File: config.mk
export PLATFORM = sky130hd
export DESIGN_NAME = fetch_unit
export DESIGN_NICKNAME = d
export VERILOG_FILES = /design/src/rtl/fetch_unit.sv
export SDC_FILE = /design/constraint.sdc
export NUM_CORES = 1
export LEC_CHECK = 0
export BUFFER_PORTS_ARGS = -buffer_cell sky130_fd_sc_hd__buf_2
export CAP_MARGIN = 10
export CORE_ASPECT_RATIO = 1.4
export CORE_MARGIN = 8
export CORE_UTILIZATION = 50
export CTS_CLUSTER_DIAMETER = 40
export DETAILED_ROUTE_END_ITERATION = 8
export PLACE_DENSITY_LB_ADDON = 0.12
export SLEW_MARGIN = 5
export SYNTH_ARGS = -nofsm -noshare
export SYNTH_HDL_FRONTEND = slang
export SYNTH_SLANG_ARGS = --single-unit
export TNS_END_PERCENT = 50
File: constraint.sdc
create_clock -name clk -period 2.3 [get_ports clk]
set_input_delay 0.23 -clock clk [delete_from_list [all_inputs] [get_ports clk]]
set_output_delay 0.23 -clock clk [all_outputs]
set_load 0.01 [all_outputs]
File: src/rtl/fetch_unit.sv
`default_nettype none
// ============================================================================
// Module   : fetch_unit
// Purpose  : PC holder and instruction fetch stage; one-cycle synchronous
//            instruction memory, valid/ready hand-off to the decoder.
// Revision : 1.0 - initial release
// ============================================================================
module fetch_unit #(
  parameter int unsigned        ADDR_W   = 16,
  parameter logic [ADDR_W-1:0]  RESET_PC = '0
) (
  input  logic              clk,
  input  logic              reset,
  output logic [ADDR_W-1:0] mem_addr,
  output logic              mem_rd,
  input  logic [15:0]       mem_rdata,
  output logic [15:0]       instr_out,
  output logic              instr_valid,
  input  logic              instr_ready,
  output logic [ADDR_W-1:0] pc_out,
  output logic [ADDR_W-1:0] link_pc,
  input  logic              redirect,
  input  logic [ADDR_W-1:0] redirect_pc,
  output logic [15:0]       fetch_count
);

  typedef enum logic [1:0] {
    S_REQ   = 2'd0,
    S_WAIT  = 2'd1,
    S_VALID = 2'd2
  } state_t;

  state_t            r_state;
  logic [ADDR_W-1:0] r_pc;
  logic [15:0]       r_instr;
  logic              r_valid;
  logic [ADDR_W-1:0] r_pc_out;
  logic [15:0]       r_count;
  logic              w_handshake;

  assign w_handshake = (r_state == S_VALID) && instr_ready;

  assign mem_addr    = r_pc;
  assign mem_rd      = (r_state == S_REQ);
  assign instr_out   = r_instr;
  assign instr_valid = r_valid;
  assign pc_out      = r_pc_out;
  assign link_pc     = r_pc_out + 1'b1;
  assign fetch_count = r_count;

  always_ff @(posedge clk or posedge reset) begin
    if (reset) begin
      r_state  <= S_REQ;
      r_pc     <= RESET_PC;
      r_instr  <= 16'h0000;
      r_valid  <= 1'b0;
      r_pc_out <= '0;
      r_count  <= 16'h0000;
    end else if (redirect) begin
      // Redirect beats everything, but a handshake in the same cycle still counts.
      r_pc    <= redirect_pc;
      r_valid <= 1'b0;
      r_state <= S_REQ;
      if (w_handshake) begin
        r_count <= r_count + 16'd1;
      end
    end else begin
      case (r_state)
        S_REQ: begin
          r_state <= S_WAIT;
        end
        S_WAIT: begin
          r_instr  <= mem_rdata;
          r_pc_out <= r_pc;
          r_pc     <= r_pc + 1'b1;
          r_valid  <= 1'b1;
          r_state  <= S_VALID;
        end
        S_VALID: begin
          if (instr_ready) begin
            r_valid <= 1'b0;
            r_count <= r_count + 16'd1;
            r_state <= S_REQ;
          end
        end
        default: begin
          r_valid <= 1'b0;
          r_state <= S_REQ;
        end
      endcase
    end
  end

endmodule
`default_nettype wire

==> run metrics <==
Die W 84.1 µm; Initial Util about half; EDFF count, synth 0; Yosys reg bits 67; first-pass GRT wire length 13100 µm; Syn Std Cell Area 3250 µm²; area leader, netlist dfrtp_1; clock sink count 67; 1st-pass router iterations 4; # DRC 0; sequential-to-total area share from yosys stat 51.6%; fmax roughly 0.47 GHz; vias per cell approximately 5.3; Rel. slew slack 74.8%; clk slew on worst S/H paths 70 ps; Die Y 111 µm; vias in the first global route 2696; ys flop type dfrtp_1; Final Hold Vio Count 0; Setup crit end kind primary output; total gr overflow 0; routed wire length 7780 µm; Pleak between 2 and 2.5 nW; Final Skew about 8 ps; Final #Nets ~450; initial antenna violation count 0; # setup viols final 0; cell count after synthesis 287; Post-DP HPWL 5850 µm; CTS Buf Count 9; largest net degree at the start of global routing 68; Mapped Avg Cell Area 11.3 µm²; share of post-route cells with drive strength above 1 42.4%; largest cells by area after synthesis dfrtp_1 52%, mux2_2 9.7%, xnor2_1 8.6%; core area 6440 µm²; Fin Setup TNS 0 ps; commonest non-fill, non-tap cell in the layout buf_2; initial DRC count 132; routability cong. 0.785; die area 9370 µm²; worst slew pin tran 378 ps; Post-CTS Setup Bufs 0; Critical Path RT 2070 ps; Crit Path Max Fanout 6; Data arrival, critical path 1880 ps; WHS 101 ps; via count 2578; Area Growth Syn to Fin 29.5%; total power just over 4 mW; status finished, final reports clean; critical path type reg -> out; VDD IR max 0.599 mV; TritonCTS clock tree done; unrepaired setup endpoints after global routing no; worst hold path class in -> reg; fin crit share 91.7%; Mapped Nets 326; Yosys Warn Count 0; Yosys cell types 39; Power Dens Cells 963 nW/µm²; n_diodes 0; final slew viol count 0; clk_lat worst skew 330 ps; Tmin final 2110 ps; Clock Root Buffer clkbuf_8; crit start category register; WL/cell roughly 16 µm; antenna-violating nets left 0; top-area cell type share of the netlist area 51.6%; most frequent cells in the layout 117 x buf_2, 67 x dfrtp_1, 32 x xnor2_1, 31 x nand2_1, 28 x mux2_2; async set-or-reset flop fraction in the synthesized netlist 100%; total track usage 16.8%; fillers around 550; IO Pins 118; Clock Path Buffers 2; H-tree depth 3; port bufs 117; Site Rows 35; MaxCap Viol Count 0
state kept, by name, indices dropped and copies added, names as in the netlist:
| name | cells |
|---|---|
| mem_addr | 16 |
| instr_valid | 1 |
| fetch_count | 16 |
| pc_out | 16 |
| instr_out | 16 |
| r_state | 2 |
per-layer routing:
metal / track usage (%) / up-vias / wire (µm)
met5: 0 / - / 0
met4: 5.55 / 0 / 51
met3: 7.30 / 4 / 686
met2: 26.3 / 98 / 3680
met1: 20.0 / 1242 / 3370
li1: - / 1234 / -
logic make-up (layout without fill, tap and decap cells):
| family | after synthesis | after routing | share of synthesized area, % |
|---|---|---|---|
| DFF | 67 | 67 | 51.6 |
| muxes | 31 | 31 | 10.7 |
| adders and majority gates | 3 | 3 | 1.16 |
| xor gates and xnor gates | 43 | 43 | 11.6 |
| and+or+nand+nor | 104 | 104 | 18.7 |
| AOI/OAI and AO/OA | 21 | 21 | 3.43 |
| buffers and inverters | 18 | 146 | 2.81 |
synthesized netlist by cell type, types with 2 or more instances:
library cell	instances
mux2_2	28
nand4_1	11
and3_1	5
and4_1	2
dfrtp_1	67
nor2_1	12
nand3_1	12
xnor2_1	32
nor3_2	2
o21ai_0	16
nor4_1	5
buf_6	2
a21oi_1	2
nand2b_1	2
nor3_1	9
mux2_1	2
inv_1	9
ha_1	3
xor2_1	11
clkbuf_1	4
nand2_1	31
buf_4	2
nand3b_4	2
critical path, stage by stage (launching register included):
cell and delay [ps]:
dfrtp_1 450, and4_1 280, nand3_1 120, or3_1 390, xnor2_1 150, buf_2 150
worst paths after layout:
path	endpoint	depth (start not counted)	slack, ps	startpoint
max	link_pc[11]	5	190	pc_out[3]
min	mem_addr[12]	3	100	redirect_pc[12]
max reg2reg	instr_out[2]	4	550	r_state[0]
min reg2reg	fetch_count[15]	1	460	fetch_count[15]
max in group asynchronous	instr_out[10]	4	1480	reset
min in group asynchronous	fetch_count[5]	4	510	reset
what timing repair did:
action / in CTS / in global routing
gates resized for setup: 0 / 0
hold endpoints to repair: 67 / 0
hold buffers: 1 / 0
where the power goes:
part | internal, mW | switching [mW] | total [mW]
clock | 0.862 | 0.461 | 1.32
sequential | 1.41 | 0.274 | 1.68
combinational | 0.519 | 0.523 | 1.04
total | 2.79 | 1.26 | 4.05
cell type report:
class	instances	area (µm²)	share of cell area (%)
multi-input combinational	202	1490	35.3
sequential	67	1680	39.9
clock inverter	6	136	3.24
timing repair buffer	121	643	15.3
inverter	9	33.8	0.803
tap	74	92.6	2.20
clock buffer	10	138	3.27
stage by stage:
step           instances  utilization (%)  setup slack [ps]  instance area, µm²
3_5_place_dp         472             60.9               534                3920
2_1_floorplan        287                -               387                3250
5_1_grt              489             65.3              69.1                4210
6_report             489             65.3               191                4210
4_1_cts              489             65.3               164                4210
3_3_place_gp         472             60.9               580                3920
No activity file was read; power rests on OpenSTA's default activity.
